File: config.mk
export PLATFORM = sky130hd
export DESIGN_NAME = bp_addr_gen_unit
export DESIGN_NICKNAME = d
export VERILOG_FILES = /design/src/rtl/bp_addr_gen_unit.sv
export SDC_FILE = /design/constraint.sdc
export NUM_CORES = 1
export LEC_CHECK = 0
export ABC_AREA = 0
export BUFFER_PORTS_ARGS = -buffer_cell sky130_fd_sc_hd__buf_2
export CAP_MARGIN = 30
export CORE_MARGIN = 4
export CORE_UTILIZATION = 50
export CTS_CLUSTER_DIAMETER = 60
export DETAILED_ROUTE_END_ITERATION = 8
export PLACE_DENSITY = 0.8
export SYNTH_ARGS = -nofsm -noshare
export SYNTH_HDL_FRONTEND = slang
export SYNTH_SLANG_ARGS = --single-unit
File: constraint.sdc
create_clock -name clk -period 4.1 [get_ports clk]
set_input_delay 0.82 -clock clk [delete_from_list [all_inputs] [get_ports clk]]
set_output_delay 0.82 -clock clk [all_outputs]
set_load 0.03 [all_outputs]
File: src/rtl/bp_addr_gen_unit.sv
`default_nettype none
// ============================================================================
//  Module      : bp_addr_gen_unit
//  Description : Backprop-through-time address generator for one LSTM layer.
//                Walks timesteps in reverse (TIMESTEP-1 down to 0) and
//                produces three address groups:
//                  - delta phase : activation read / delta-gate write
//                  - dstate      : dstate read / write
//                  - dwu         : dgate / weight addresses for W^T*dgate
//  Ports       : clk, rst (sync, active low), en_delta, en_dwu
//                o_addr_aioht, o_addr_dgates, o_dstate_rd, o_dstate_wr,
//                o_addr_d, o_addr_w, o_delta_done, o_dwu_done
//  Revision    : 1.0 - initial release
// ============================================================================
module bp_addr_gen_unit #(
    parameter int ADDR_WIDTH   = 12,
    parameter int NUM_CELL     = 8,
    parameter int NUM_INPUT    = 53,
    parameter int TIMESTEP     = 7,
    parameter int DELTA_TIME   = 12,
    parameter int DSTATE_DELAY = 12,
    parameter int DWU_DELAY    = 2
) (
    input  logic                  clk,
    input  logic                  rst,
    input  logic                  en_delta,
    input  logic                  en_dwu,
    output logic [ADDR_WIDTH-1:0] o_addr_aioht,
    output logic [ADDR_WIDTH-1:0] o_addr_dgates,
    output logic [ADDR_WIDTH-1:0] o_dstate_rd,
    output logic [ADDR_WIDTH-1:0] o_dstate_wr,
    output logic [ADDR_WIDTH-1:0] o_addr_d,
    output logic [ADDR_WIDTH-1:0] o_addr_w,
    output logic                  o_delta_done,
    output logic                  o_dwu_done
);

    localparam int c_P_W = (DELTA_TIME > 1) ? $clog2(DELTA_TIME) : 1;
    localparam int c_N_W = (NUM_CELL   > 1) ? $clog2(NUM_CELL)   : 1;
    localparam int c_J_W = (NUM_INPUT  > 1) ? $clog2(NUM_INPUT)  : 1;
    localparam int c_T_W = (TIMESTEP   > 1) ? $clog2(TIMESTEP)   : 1;
    localparam int c_G_W = (DWU_DELAY  > 0) ? $clog2(DWU_DELAY + 1) : 1;

    localparam logic [ADDR_WIDTH-1:0] c_NC_A      = ADDR_WIDTH'(NUM_CELL);
    localparam logic [ADDR_WIDTH-1:0] c_NI_A      = ADDR_WIDTH'(NUM_INPUT);
    localparam logic [ADDR_WIDTH-1:0] c_TOP_ADDR  = ADDR_WIDTH'((TIMESTEP - 1) * NUM_CELL);
    localparam logic [c_P_W-1:0]      c_P_LAST    = c_P_W'(DELTA_TIME - 1);
    localparam logic [c_N_W-1:0]      c_N_LAST    = c_N_W'(NUM_CELL - 1);
    localparam logic [c_J_W-1:0]      c_J_LAST    = c_J_W'(NUM_INPUT - 1);
    localparam logic [c_T_W-1:0]      c_T_LAST    = c_T_W'(TIMESTEP - 1);
    localparam logic [c_G_W-1:0]      c_G_LAST    = c_G_W'(DWU_DELAY);

    // ------------------------------------------------------------------
    // Delta section state
    // ------------------------------------------------------------------
    logic [c_P_W-1:0]      r_p;
    logic [c_N_W-1:0]      r_n;
    logic [c_T_W-1:0]      r_t;
    logic [ADDR_WIDTH-1:0] r_aioht;
    logic [ADDR_WIDTH-1:0] r_dstate_rd;
    logic                  r_delta_done;
    // Delay lines advance only on en_delta, so their lag is in enabled cycles
    logic [ADDR_WIDTH-1:0] r_dg_line [DELTA_TIME];
    logic [ADDR_WIDTH-1:0] r_ds_line [DSTATE_DELAY];

    logic [c_P_W-1:0]      w_p_nxt;
    logic [c_N_W-1:0]      w_n_nxt;
    logic [c_T_W-1:0]      w_t_nxt;
    logic                  w_delta_wrap;

    always_comb begin
        w_p_nxt      = r_p;
        w_n_nxt      = r_n;
        w_t_nxt      = r_t;
        w_delta_wrap = 1'b0;
        if (r_p == c_P_LAST) begin
            w_p_nxt = '0;
            if (r_n == c_N_LAST) begin
                w_n_nxt = '0;
                if (r_t == '0) begin
                    w_t_nxt      = c_T_LAST;
                    w_delta_wrap = 1'b1;
                end else begin
                    w_t_nxt = r_t - 1'b1;
                end
            end else begin
                w_n_nxt = r_n + 1'b1;
            end
        end else begin
            w_p_nxt = r_p + 1'b1;
        end
    end

    always_ff @(posedge clk) begin
        if (!rst) begin
            r_p          <= '0;
            r_n          <= '0;
            r_t          <= c_T_LAST;
            r_aioht      <= c_TOP_ADDR;
            r_dstate_rd  <= '0;
            r_delta_done <= 1'b0;
            for (int i = 0; i < DELTA_TIME; i++)   r_dg_line[i] <= c_TOP_ADDR;
            for (int i = 0; i < DSTATE_DELAY; i++) r_ds_line[i] <= '0;
        end else begin
            r_delta_done <= en_delta & w_delta_wrap;
            if (en_delta) begin
                r_p         <= w_p_nxt;
                r_n         <= w_n_nxt;
                r_t         <= w_t_nxt;
                r_aioht     <= ADDR_WIDTH'(w_t_nxt) * c_NC_A + ADDR_WIDTH'(w_n_nxt);
                r_dstate_rd <= ADDR_WIDTH'(w_n_nxt);
                // Shift in the pre-update value so tap K holds the value K+1 edges old
                r_dg_line[0] <= r_aioht;
                for (int i = 1; i < DELTA_TIME; i++)   r_dg_line[i] <= r_dg_line[i-1];
                r_ds_line[0] <= r_dstate_rd;
                for (int i = 1; i < DSTATE_DELAY; i++) r_ds_line[i] <= r_ds_line[i-1];
            end
        end
    end

    // ------------------------------------------------------------------
    // dwu section state
    // ------------------------------------------------------------------
    logic [c_N_W-1:0]      r_k;
    logic [c_J_W-1:0]      r_j;
    logic [c_T_W-1:0]      r_tw;
    logic [c_G_W-1:0]      r_g;
    logic [ADDR_WIDTH-1:0] r_addr_d;
    logic [ADDR_WIDTH-1:0] r_addr_w;
    logic                  r_dwu_done;

    logic [c_N_W-1:0]      w_k_nxt;
    logic [c_J_W-1:0]      w_j_nxt;
    logic [c_T_W-1:0]      w_tw_nxt;
    logic [c_G_W-1:0]      w_g_nxt;
    logic                  w_dwu_wrap;

    // Once k reaches the last cell, g counts the flush gap while k stays put,
    // so addresses hold at the last cell until the column advances.
    always_comb begin
        w_k_nxt    = r_k;
        w_j_nxt    = r_j;
        w_tw_nxt   = r_tw;
        w_g_nxt    = r_g;
        w_dwu_wrap = 1'b0;
        if (r_k != c_N_LAST) begin
            w_k_nxt = r_k + 1'b1;
        end else if (r_g != c_G_LAST) begin
            w_g_nxt = r_g + 1'b1;
        end else begin
            w_g_nxt = '0;
            w_k_nxt = '0;
            if (r_j == c_J_LAST) begin
                w_j_nxt = '0;
                if (r_tw == '0) begin
                    w_tw_nxt   = c_T_LAST;
                    w_dwu_wrap = 1'b1;
                end else begin
                    w_tw_nxt = r_tw - 1'b1;
                end
            end else begin
                w_j_nxt = r_j + 1'b1;
            end
        end
    end

    always_ff @(posedge clk) begin
        if (!rst) begin
            r_k        <= '0;
            r_j        <= '0;
            r_tw       <= c_T_LAST;
            r_g        <= '0;
            r_addr_d   <= c_TOP_ADDR;
            r_addr_w   <= '0;
            r_dwu_done <= 1'b0;
        end else begin
            r_dwu_done <= en_dwu & w_dwu_wrap;
            if (en_dwu) begin
                r_k      <= w_k_nxt;
                r_j      <= w_j_nxt;
                r_tw     <= w_tw_nxt;
                r_g      <= w_g_nxt;
                r_addr_d <= ADDR_WIDTH'(w_tw_nxt) * c_NC_A + ADDR_WIDTH'(w_k_nxt);
                r_addr_w <= ADDR_WIDTH'(w_k_nxt) * c_NI_A + ADDR_WIDTH'(w_j_nxt);
            end
        end
    end

    assign o_addr_aioht  = r_aioht;
    assign o_addr_dgates = r_dg_line[DELTA_TIME-1];
    assign o_dstate_rd   = r_dstate_rd;
    assign o_dstate_wr   = r_ds_line[DSTATE_DELAY-1];
    assign o_addr_d      = r_addr_d;
    assign o_addr_w      = r_addr_w;
    assign o_delta_done  = r_delta_done;
    assign o_dwu_done    = r_dwu_done;

endmodule
`default_nettype wire

==> results of run 1 <==
## cell type report
class | count | area [um2] | area share [%]
clock buffers | 10 | 127.6 | 2.297
flip-flops and latches | 108 | 2883 | 51.88
well taps | 136 | 170.2 | 3.062
multi-input cells | 300 | 2046 | 36.82
repair buffers | 41 | 210.2 | 3.783
inverters | 17 | 63.81 | 1.148
clock inverters | 6 | 56.30 | 1.013
## kinds of logic (layout without fill, tap and decap cells)
family	count (synthesis)	in the layout	share of synthesized area [%]
buffers and inverters	87	74	9.721
adder cells (fa/ha/maj)	31	31	7.740
XOR/XNOR	5	5	0.8260
multiplexers	8	8	1.534
flip-flops	108	108	54.37
AND/OR/NAND/NOR	165	165	18.83
other	1	38	0.07072
AO/OA/AOI/OAI	53	53	6.914
## per-stage QoR
stage,area (um2),hold slack (ns),std cells
6_report,5557,0.4918,618
5_1_grt,5557,0.5222,618
4_1_cts,5557,0.4937,618
3_5_place_dp,5373,0.4661,602
3_3_place_gp,5373,0.4672,602
2_1_floorplan,5441,0.4773,495
## registers in the layout, indices dropped and copies added, names as in the netlist
| signal | flops |
|---|---|
| o_delta_done | 1 |
| r_t | 3 |
| r_dg_line | 60 |
| r_n | 2 |
| r_j | 6 |
| r_g | 2 |
| o_addr_d | 1 |
| o_addr_aioht | 1 |
| r_ds_line | 12 |
| r_tw | 3 |
| o_dwu_done | 1 |
| r_k | 2 |
| r_p | 4 |
| o_addr_w | 10 |
## power groups by stage
stage / clock network [uW] / registers (uW) / logic, uW
after detailed placement: 0 / 1250 / 316
after global routing: 673 / 1230 / 350
after global placement: 0 / 1250 / 306
after CTS: 627 / 1230 / 317
final: 603 / 1230 / 316
after floorplan: 0 / 1280 / 257
## metal layers
| metal | vias to the layer above | track usage (%) |
|---|---|---|
| met5 | - | 0 |
| met4 | 0 | 6.240 |
| met3 | 14 | 2.402 |
| met2 | 98 | 22.33 |
| met1 | 1559 | 17.33 |
| li1 | 1568 | - |
## final timing paths
check	endpoint	slack, ns
max reg2reg	o_addr_w[7]	0.42
min	o_addr_w[7]	0.49
min reg2reg	o_addr_w[7]	0.49
max	o_addr_w[7]	0.42
## cell usage in the layout (no fill, tap or decap), types with 5 or more instances in the layout
master / synthesis / routed
sky130_fd_sc_hd__dfxtp_1: 36 / 36
sky130_fd_sc_hd__and3_1: 42 / 42
sky130_fd_sc_hd__or2_2: 21 / 21
sky130_fd_sc_hd__nand2_1: 16 / 15
sky130_fd_sc_hd__edfxtp_1: 72 / 72
sky130_fd_sc_hd__and2_1: 8 / 8
sky130_fd_sc_hd__inv_1: 16 / 16
sky130_fd_sc_hd__clkbuf_8: 0 / 9
sky130_fd_sc_hd__ha_1: 28 / 28
sky130_fd_sc_hd__mux2i_1: 7 / 7
sky130_fd_sc_hd__buf_2: 1 / 39
sky130_fd_sc_hd__o211a_1: 6 / 6
sky130_fd_sc_hd__conb_1: 1 / 38
sky130_fd_sc_hd__nor2b_1: 17 / 17
sky130_fd_sc_hd__nor2_1: 17 / 17
sky130_fd_sc_hd__nand2b_1: 6 / 6
sky130_fd_sc_hd__a21oi_1: 8 / 8
sky130_fd_sc_hd__nor3_1: 5 / 5
sky130_fd_sc_hd__o21a_1: 5 / 5
sky130_fd_sc_hd__o21ai_0: 16 / 16
sky130_fd_sc_hd__nand3_1: 11 / 11
## worst max-delay path, stage by stage (launching register included)
cell                       delay (ns)
sky130_fd_sc_hd__dfxtp_1         0.36
sky130_fd_sc_hd__ha_1            0.24
sky130_fd_sc_hd__ha_1            0.28
sky130_fd_sc_hd__o21ai_0         0.51
sky130_fd_sc_hd__ha_1            0.31
sky130_fd_sc_hd__fa_1            0.43
sky130_fd_sc_hd__ha_1            0.35
sky130_fd_sc_hd__nor2b_4         0.14
sky130_fd_sc_hd__o31a_1          0.26
sky130_fd_sc_hd__or3_1           0.34
sky130_fd_sc_hd__a221oi_1        0.29
sky130_fd_sc_hd__a31o_1          0.13
==> impl_summary.md, run 1 <==
Route
The total routed wire length on the met1 layer is 3664 um. The post-detailed-route wirelength per cell is 13.22 um. In this run the top signal layer used is met4.

The routed design has 8169 um of wire. The via total after detailed routing is 3,239. After detailed routing, the met2 layer carries 3880 um of wire. The number of antenna-violating nets in the routed design is 0. The iteration count of the initial detailed-routing pass is 4. For this block, the initial DRC count from the detailed router was 232. Detailed routing placed a total of 479 um of wire on met3. The average vias per placed instance is 5.241.

The final routed DRC violation total is 0.

Placed design
Port buffering added 39 buffers. Before CTS, the worst setup slack after placement is 0.5177 ns. Detailed placement ended at an HPWL of 5372 um. At the end of routability-driven placement, the weighted congestion stood at 0.7838.

Floorplan
The number of top-level pins is 78. The die is 111.0 um tall. The floorplan has 37 rows. The placeable core area is 10,320 um2. The area of the die is 12,320 um2. For this configuration, the core starts out at a cell density of 51.36%.

The die outline width is 111.0 um.

CTS
Counting along the longest clock path gives a buffer depth of 2. The TritonCTS buffer count is 9. The clock latency at the later pin of the worst-skew pair is 0.36 ns. The post-cts gate resize count is 0. The number of hold-repair buffers added at the cts stage is 0. The TritonCTS clock tree is built.

After clock tree synthesis, the clock-pin slew on the worst setup and hold paths is 0.09 ns. The library cell used as clock root buffer is sky130_fd_sc_hd__clkbuf_8. The number of levels in the clock H-tree is 3. The clock sink count is 108.

Once the clock tree was built, the setup fixing pass inserted 0 buffers.

Worst setup path
The category of the worst setup path launch point is a flip-flop. For the worst setup path, the data arrival time is 3.98 ns. In this run the critical register-to-register path is launched from r_k[0]. For the worst flop-to-flop path, the logic depth is 11.

At the worst endpoint, the required time is 4.40 ns. The capturing element type of the critical path is a flip-flop. Along the worst path, the maximum fanout reaches 6. Tracing the worst setup path back leads to its startpoint at r_k[0]. The critical path in this run is classified as reg -> reg.

STA
Setup repair after global routing left no endpoint under its margin. The number of hold violations in the final report is 0. The final worst slack is 0.4190 ns. Between clock sinks in the finished design, the worst skew comes to 0.007645 ns.

The final setup TNS is 0 ns. The minimum clock period is 3.681 ns. The count of pins over their slew limit is 0. At the pin with the least slew margin, the transition time is 0.8857 ns. The period utilization is 89.78%. The worst relative slew slack is 40.95%.

Based on the critical path, the design can be clocked at up to 271.7 MHz. Setup violations remaining at the end of the flow were counted as 0.

Pwr
The portion of total power attributed to combinational logic is 14.7%. Registers are responsible for 57.1% of the overall power. The overall power consumption is 2145 uW. The worst vdd rail ir drop is 210.7 uV. Cell internal power was estimated by the tool at 1540 uW. Net switching is 28.20% of the power. In this run, the clock network consumes 28.1% of the power.

The power per cell area is 386.0 nW/um2. The net switching power of the design is 605.0 uW. The leakage power total is 0.002436 uW.

Min path
The cell count of the worst hold path is 1. The startpoint of the worst hold path is o_addr_w[7]. The worst hold path class is reg -> reg.

Synthesis
The number of enable-type register cells in the synthesized netlist is 72. After synthesis the netlist holds a flip-flop and latch count of 108. The instance count of the mapped netlist is 458. Averaged over all synthesized cells, the footprint is 11.58 um2. Sorting the synthesized cells by area gives the leading types as sky130_fd_sc_hd__edfxtp_1 41%, sky130_fd_sc_hd__dfxtp_1 14%, sky130_fd_sc_hd__buf_4 7.1%. For this run, the number of Yosys warnings is 0. The biggest area contributor in the post-synthesis netlist is sky130_fd_sc_hd__edfxtp_1. The most used flip-flop cell after synthesis is sky130_fd_sc_hd__edfxtp_1. Counting instances in the post-synthesis netlist gives the leading cell types as 72 x sky130_fd_sc_hd__edfxtp_1, 50 x sky130_fd_sc_hd__buf_4, 42 x sky130_fd_sc_hd__and3_1. The fraction of post-synthesis cell area in the top cell type by area is 40.77%. The fraction of the yosys area taken by sequential cells is 54.37%. In this run the cell area of the synthesized design comes to 5303 um2. The most instantiated library cell after synthesis is sky130_fd_sc_hd__edfxtp_1. The async set-or-reset flop fraction in the synthesized netlist is 0%. The number of distinct standard cells referenced by the synthesized netlist is 55.

Cells and area
The utilization of the core after routing is 53.82%. The layout filler cell count is 897. In the final layout, the share of cells above drive strength 1 is 18.05%. The total number of nets in the final design is 512. The area growth from synthesis to layout is 4.790%.

The repair_antennas step left the layout with diodes totalling 0.

Global routing
Entering global routing, the biggest net connects 73 pins. The global-route usage over all layers is 13.53%. After global routing the overflow that remains totals 0. The initial antenna violation count is 0. The via count of the first global-routing pass is 3,146. The global-route wire length before repair is 14,050 um.

Run status
The run finished with clean final reports.

Run
The number of max-cap violations is 0.
(Power assumes the default switching activity.)
==> run 2: changes to the inputs <==
--- a/config.mk
+++ b/config.mk
@@ -12,7 +12,7 @@
 export CORE_UTILIZATION = 50
 export CTS_CLUSTER_DIAMETER = 60
 export DETAILED_ROUTE_END_ITERATION = 8
-export PLACE_DENSITY = 0.8
+export PLACE_DENSITY = 0.83
 export SYNTH_ARGS = -nofsm -noshare
 export SYNTH_HDL_FRONTEND = slang
 export SYNTH_SLANG_ARGS = --single-unit
==> constraint.sdc (replaced) <==
create_clock -name clk -period 3.28 [get_ports clk]
set_input_delay 0.656 -clock clk [delete_from_list [all_inputs] [get_ports clk]]
set_output_delay 0.656 -clock clk [all_outputs]
set_load 0.03 [all_outputs]
==> run 2 against run 1 <==
Compared with the run above:
- die area unchanged
- design area up 4.9%
- count of clock-buffer cells in the layout did not move
- combinational power rose by 46%
- routed wire length up 5.8%
- sequential power rose by 24%
- clock power increased by 27%
- setup slack got worse by 0.33 ns
- critical path depth grew 3
- critical path type unchanged
- cell count grew 2.4%
- core utilization rose by 2.6 points
==> impl_summary.md, run 2 (synthesis results as in run 1) <==
Placed design
The placed instance area came to 5480 um2 (+2.0%). The post-placement cell count is 612 (+1.7%). The weighted congestion at the end of routability-driven global placement is 0.8689 (+11%). The count of input and output buffers is 39 (unchanged).

The half-perimeter wire length of the detailed placement result is 5884 um (+9.5%). The pre-CTS setup slack is -0.05188 ns (-0.5696 ns).

Floorplan
The effective utilization at floorplan came to 51.36% (unchanged). The die height is 111.0 um (unchanged). The area of the die is 12,320 um2 (unchanged). The number of top-level pins is 78 (unchanged). The placeable core area is 10,320 um2 (unchanged). The number of placement rows is 37 (unchanged). The die outline width was 111.0 um (unchanged).

Route
The met3 routed wirelength is 482 um (+0.63%). The final routed DRC violation total is 0 (unchanged). The wire length after detailed routing came to 8646 um (+5.8%). The uppermost signal routing layer after detailed routing is met4.

The met2 wire length is 4298 um (+11%). The count of routing violations after the opening detailed-route iteration came to 240 (+3.4%). The number of antenna-violating nets in the routed design was 0 (unchanged). The iteration count of the initial detailed-routing pass is 5 (+1). The post-detailed-route wirelength per cell was 13.66 um (+3.3%).

The average vias per placed instance is 5.190 (-0.98%). The via total after detailed routing is 3,285 (+1.4%). The total routed wire length on the met1 layer is 3770 um (+2.9%).

Cells and area
The total number of nets in the final design is 527 (+2.9%). The most common library cell in the layout ignoring fill and taps is sky130_fd_sc_hd__edfxtp_1. The number of cells in the finished layout apart from fillers is 633 (+2.4%).

The flip-flop count of the largest register, all copies and words added is 60 (unchanged). The final design instance area without fill was 5827 um2 (+4.9%). The layout cell share with drive strength beyond 1 was 25.15% (+7.1 points). The layout filler cell count is 834 (-7.0%). The utilization of the core after routing came to 56.44% (+2.6 points). The most flop-heavy register is r_dg_line. The library cells used most frequently in the layout, excluding fill and tap cells, are 72 x sky130_fd_sc_hd__edfxtp_1, 41 x sky130_fd_sc_hd__and3_1, 39 x sky130_fd_sc_hd__buf_2, 38 x sky130_fd_sc_hd__conb_1, 32 x sky130_fd_sc_hd__dfxtp_1. The number of antenna diodes is 0 (unchanged). From synthesis to final layout, the design area changed by 9.887%.

STA
The achievable frequency is 313.2 MHz (+15%). The number of hold violations in the final report is 0 (unchanged). The final worst slack is 0.08674 ns (-0.3323 ns). The minimum clock period is 3.193 ns (-0.4877 ns). The number of failing setup endpoints in the final timing report is 0 (unchanged). The period utilization is 97.36% (+7.6 points). The clock tree skew after final layout came to 0.006668 ns (-0.0009769 ns). The count of pins over their slew limit came to 0 (unchanged).

Worst setup path
The worst setup path is launched from a flip-flop. The required time of the worst setup path was 3.58 ns (-0.82 ns). The category of the critical setup timing path is reg -> reg. The capturing element type of the critical path is a flip-flop. The worst-path maximum fanout is 6 (unchanged). The data arrival at the endpoint of the critical path is 3.50 ns (-0.48 ns).

Run
The number of max-cap violations is 0 (unchanged).

Pwr
The overall power consumption came to 2762 uW (+29%). The worst vdd rail ir drop is 265.1 uV (+26%). The power per cell area was 474.0 nW/um2 (+23%).

The leakage power total is 0.002539 uW (+4.2%).

CTS
The TritonCTS buffer count is 9 (unchanged). The buffer levels on the longest clock path is 2 (unchanged). TritonCTS built the clock tree.

The number of levels in the clock H-tree is 3 (unchanged). The number of hold-repair buffers added at the cts stage is 0 (unchanged). The clock latency at the later pin of the worst-skew pair is 0.35 ns (about the same). The clock sink count came to 108 (unchanged). The clock transition time at the flip-flop clock pins of the worst setup and hold paths is 0.10 ns (about the same). The library cell used as clock root buffer is sky130_fd_sc_hd__clkbuf_8.

Global routing
The overall overflow remaining after global route is 0 (unchanged). The global-route usage over all layers is 13.75% (+0.23 points). The via count of the first global-routing pass came to 3,117 (-0.92%). The initial antenna violation count was 0 (unchanged). The global-route wire length before repair is 14,300 um (+1.8%). The maximum number of pins on one net before global-route repair came to 73 (unchanged).

Run status
The run finished with clean final reports.

Min path
The worst hold path class is reg -> reg.
## run 2: changes by cell type in the layout (fill, tap and decap cells not counted), sizes merged
cell and change:
buf +15, clkinvlp -1, inv +1
## run 2: final cells by class
type | instances | area, um2 | area share [%]
inverters | 17 | 63.81 | 1.095
repair buffers | 56 | 350.3 | 6.012
multi-input cells | 300 | 2156 | 37.00
well taps | 136 | 170.2 | 2.920
clock inverters | 6 | 56.30 | 0.9663
clock buffers | 10 | 137.6 | 2.362
flip-flops and latches | 108 | 2893 | 49.65
## run 2: critical path, cell delays in order (launching register included)
cell and delay (ns):
sky130_fd_sc_hd__dfxtp_4 0.38, sky130_fd_sc_hd__ha_4 0.16, sky130_fd_sc_hd__ha_4 0.17, sky130_fd_sc_hd__nand3b_4 0.10
sky130_fd_sc_hd__buf_6 0.15, sky130_fd_sc_hd__nor3_4 0.23, sky130_fd_sc_hd__buf_6 0.15, sky130_fd_sc_hd__nor2_2 0.04
sky130_fd_sc_hd__fa_1 0.48, sky130_fd_sc_hd__ha_1 0.31, sky130_fd_sc_hd__o21a_1 0.13, sky130_fd_sc_hd__o31a_1 0.12
sky130_fd_sc_hd__or3_1 0.35, sky130_fd_sc_hd__a221oi_2 0.26, sky130_fd_sc_hd__a31o_1 0.12
## run 2: final timing paths
kind / start / end / slack, ns / cells past startpoint
setup / recovery: r_k[1] / o_addr_w[7] / 0.09 / 14
hold / removal: o_addr_w[2] / o_addr_w[2] / 0.49 / 1
setup reg to reg: r_k[1] / o_addr_w[7] / 0.09 / 14
hold reg to reg: o_addr_w[2] / o_addr_w[2] / 0.49 / 1
## run 2: through the flow
step,hold slack [ns],setup TNS (ns)
3_3_place_gp,0.4600,0
6_report,0.4860,0
4_1_cts,0.4890,0
2_1_floorplan,0.4773,0
5_1_grt,0.5053,-0.1119
3_5_place_dp,0.4667,-0.1009
## run 2: routing by layer
| layer | vias to the layer above | global-route usage, % |
|---|---|---|
| met2 | 107 | 23.67 |
| met1 | 1574 | 17.75 |
| met3 | 6 | 2.129 |
| met4 | 0 | 4.598 |
| li1 | 1598 | - |
| met5 | - | 0 |
## run 2: repair_timing
item / in CTS / in global routing
buffers inserted: 0 / 5
hold endpoints to repair: 0 / 0
gates cloned: 0 / 0
endpoints found under the setup margin: 2 / 4
pin swaps: 1 / 14
resized for setup: 6 / 22
## run 2: power by group
group / internal (uW) / switching, uW / leakage, uW
Combinational: 167 / 294 / 0.00143
Sequential: 1510 / 26.1 / 0.00100
Clock: 312 / 455 / 0.000100
Total: 1990 / 775 / 0.00254
==> run 3: changes to the inputs <==
==> constraint.sdc (replaced) <==
create_clock -name clk -period 3.28 [get_ports clk]
set_input_delay 0.328 -clock clk [delete_from_list [all_inputs] [get_ports clk]]
set_output_delay 0.328 -clock clk [all_outputs]
set_load 0.03 [all_outputs]
==> run 3 against run 2 <==
Compared with the run above:
- sequential power about the same
- maximum frequency increased by 0.17%
- core utilization fell by 0.64 points
- register-to-register slack about the same
- first-iteration DRC count down 26%
- count of clock-buffer cells in the layout fell by 1
- worst hold slack lost 0.033 ns
- via count decreased by 1.9%
- critical path depth shrank 2
- clock skew is 0.0029 ns higher
- clock power rose by 8.5%
- die area unchanged
- highest routed layer unchanged
==> impl_summary.md, run 3 (synthesis results as in run 1) <==
Worst setup path
The slowest stage of the critical path is the sky130_fd_sc_hd__fa_1 cell. The critical path depth was 12 (-2). In this run the critical register-to-register path is captured at o_addr_w[7]. The category of the critical setup timing path is reg -> reg. The worst-path maximum fanout was 3 (-3). The required time of the worst setup path came to 3.59 ns (about the same).

The signal on the critical path passes through ha_4, ha_4, inv_1, o21ai_1, ha_1, fa_1, ha_1, nor2b_4, o31a_1, or3_4, a221oi_2, a31o_1. In this run the worst setup path begins at r_k[0]. The slack of the worst reg-to-reg path is 0.09 ns (about the same). The worst setup path is captured at a flip-flop. The biggest cell delay along the critical path is 0.44 ns (-0.04 ns). The launch instance of the worst register-to-register path is r_k[0]. The data arrival at the endpoint of the critical path came to 3.50 ns (about the same).

The worst setup path is launched from a flip-flop. In this design, the largest share of critical-path delay is due to adder cells. The length in cells of the worst reg-to-reg path is 12 (-2). The number of buffer and inverter instances along the worst setup path is 1 (-1).

Floorplan
The number of placement rows is 37 (unchanged). The effective utilization at floorplan is 51.36% (unchanged). The die outline width is 111.0 um (unchanged). The die height is 111.0 um (unchanged). The area of the die was 12,320 um2 (unchanged). The number of top-level pins is 78 (unchanged). The placeable core area is 10,320 um2 (unchanged).

Cells and area
The layout cell share with drive strength beyond 1 came to 22.76% (-2.4 points). The number of cells in the finished layout apart from fillers is 628 (-0.79%). Ranked by flip-flop count, first place goes to r_dg_line. The library cell used most frequently in the layout, excluding fill and tap cells, is sky130_fd_sc_hd__edfxtp_1.

The utilization of the core after routing is 55.80% (-0.64 points). The flip-flop count of the largest register, all copies and words added is 60 (unchanged). The total number of nets in the final design came to 522 (-0.95%). In the layout the commonest cells are 72 x sky130_fd_sc_hd__edfxtp_1, 41 x sky130_fd_sc_hd__and3_1, 39 x sky130_fd_sc_hd__buf_2, 38 x sky130_fd_sc_hd__conb_1, 33 x sky130_fd_sc_hd__dfxtp_1. The number of antenna diodes is 0 (unchanged). Compared with the post-synthesis result, the final layout area differs by 8.636%.

Run status
The run finished with clean final reports.

Global routing
The global-route usage over all layers is 13.81% (+0.056 points). The overall overflow remaining after global route is 0 (unchanged). The maximum number of pins on one net before global-route repair came to 73 (unchanged).

The global-route wire length before repair is 14,120 um (-1.3%). The initial antenna violation count was 0 (unchanged). The via count of the first global-routing pass is 3,037 (-2.6%).

Placed design
The half-perimeter wire length of the detailed placement result came to 5541 um (-5.8%). The post-placement cell count was 612 (unchanged). The count of input and output buffers was 39 (unchanged).

The weighted congestion at the end of routability-driven global placement is 0.8427 (-3.0%). The pre-CTS setup slack is -0.1220 ns (-0.07013 ns).

STA
The minimum clock period is 3.188 ns (-0.005569 ns). The final setup TNS is 0 ns (unchanged). The achievable frequency is 313.7 MHz (+0.17%). The count of pins over their slew limit is 0 (unchanged). For the pin with the worst max-slew slack, the measured transition is 0.7118 ns.

The final worst slack was 0.09231 ns (+0.005569 ns). The period utilization was 97.19% (-0.17 points). Headroom to the max-slew limit came out at 52.55%.

The number of failing setup endpoints in the final timing report is 0 (unchanged). The number of hold violations in the final report came to 0 (unchanged). The clock tree skew after final layout was 0.009553 ns (+0.002884 ns).

CTS
The clock latency at the later pin of the worst-skew pair is 0.37 ns (+0.02 ns). The buffer levels on the longest clock path came to 2 (unchanged). The TritonCTS buffer count is 9 (unchanged). The number of levels in the clock H-tree is 3 (unchanged). TritonCTS built the clock tree. The clock sink count is 108 (unchanged). The number of hold-repair buffers added at the cts stage is 0 (unchanged). The buffer count from post-CTS setup fixing came to 0 (unchanged). The library cell used as clock root buffer is sky130_fd_sc_hd__clkbuf_8. The clock transition time at the flip-flop clock pins of the worst setup and hold paths is 0.11 ns (about the same).

Route
The post-detailed-route wirelength per cell is 13.28 um (-2.8%). The iteration count of the initial detailed-routing pass is 4 (-1). The via total after detailed routing is 3,223 (-1.9%). The wire length after detailed routing is 8337 um (-3.6%). The final routed DRC violation total is 0 (unchanged). The number of antenna-violating nets in the routed design is 0 (unchanged). The count of routing violations after the opening detailed-route iteration is 177 (-26%). The average vias per placed instance came to 5.132 (-1.1%).

Pwr
The overall power consumption is 2797 uW (+1.3%). The power per cell area is 485.6 nW/um2 (+2.5%). The worst vdd rail ir drop is 264.0 uV (-0.39%).

The leakage power total is 0.002517 uW (-0.87%).

Run
The number of max-cap violations is 0 (unchanged).

Min path
The cell count of the worst hold path is 2 (+1). The path class of the tightest hold or removal check is in -> reg. The sink of the worst hold path is r_t[2]. The startpoint of the worst hold path is rst.
[run 3: cell count changes in the layout (fill, tap and decap cells not counted), moves of 2 or more]
cell                     before  now
sky130_fd_sc_hd__buf_6        4    0
sky130_fd_sc_hd__ha_1        23   25
sky130_fd_sc_hd__nor2_1      13   15
sky130_fd_sc_hd__nor2_2       3    1
[run 3: stage by stage]
stage,hold WS (ns),cell area (um2)
2_1_floorplan,0.4773,5461
3_3_place_gp,0.4644,5480
3_5_place_dp,0.4694,5480
4_1_cts,0.4305,5714
5_1_grt,0.4767,5761
6_report,0.4526,5761
[run 3: where the power goes]
part	internal, uW	total, uW	switching [uW]
Combinational	152	432	281
Clock	366	832	466
Sequential	1510	1530	25.2
Total	2030	2800	772
[run 3: how the worst max path moves through the flow]
| stage | endpoint | slack, ns |
|---|---|---|
| after global routing | o_addr_w[7] | -0.03 |
| after detailed placement | o_addr_w[7] | -0.12 |
| after global placement | o_addr_w[7] | -0.006 |
| after CTS | o_addr_w[7] | 0.008 |
| after floorplan | o_addr_w[7] | 0.008 |
| final | o_addr_w[7] | 0.09 |
[run 3: area by class of cell]
| cell class | count | area (um2) |
|---|---|---|
| Tap cell | 136 | 170.2 |
| Fill cell | 846 | 4563 |
| Timing Repair Buffer | 51 | 297.8 |
| Sequential cell | 108 | 2892 |
| Clock buffer | 9 | 123.9 |
| Clock inverter | 7 | 80.08 |
| Multi-Input combinational cell | 300 | 2133 |
| Inverter | 17 | 63.81 |
[run 3: repair_timing]
item / in CTS / in global routing
pin swaps: 0 / 3
setup endpoints to repair: 4 / 4
gates resized for setup: 6 / 11
[run 3: metal layers]
layer	global-route usage, %	share of wire (%)	vias up
li1	-	-	1591
met4	4.351	1.1	0
met1	17.36	43	1540
met5	0	0	-
met2	23.50	50	84
met3	3.384	5.6	8
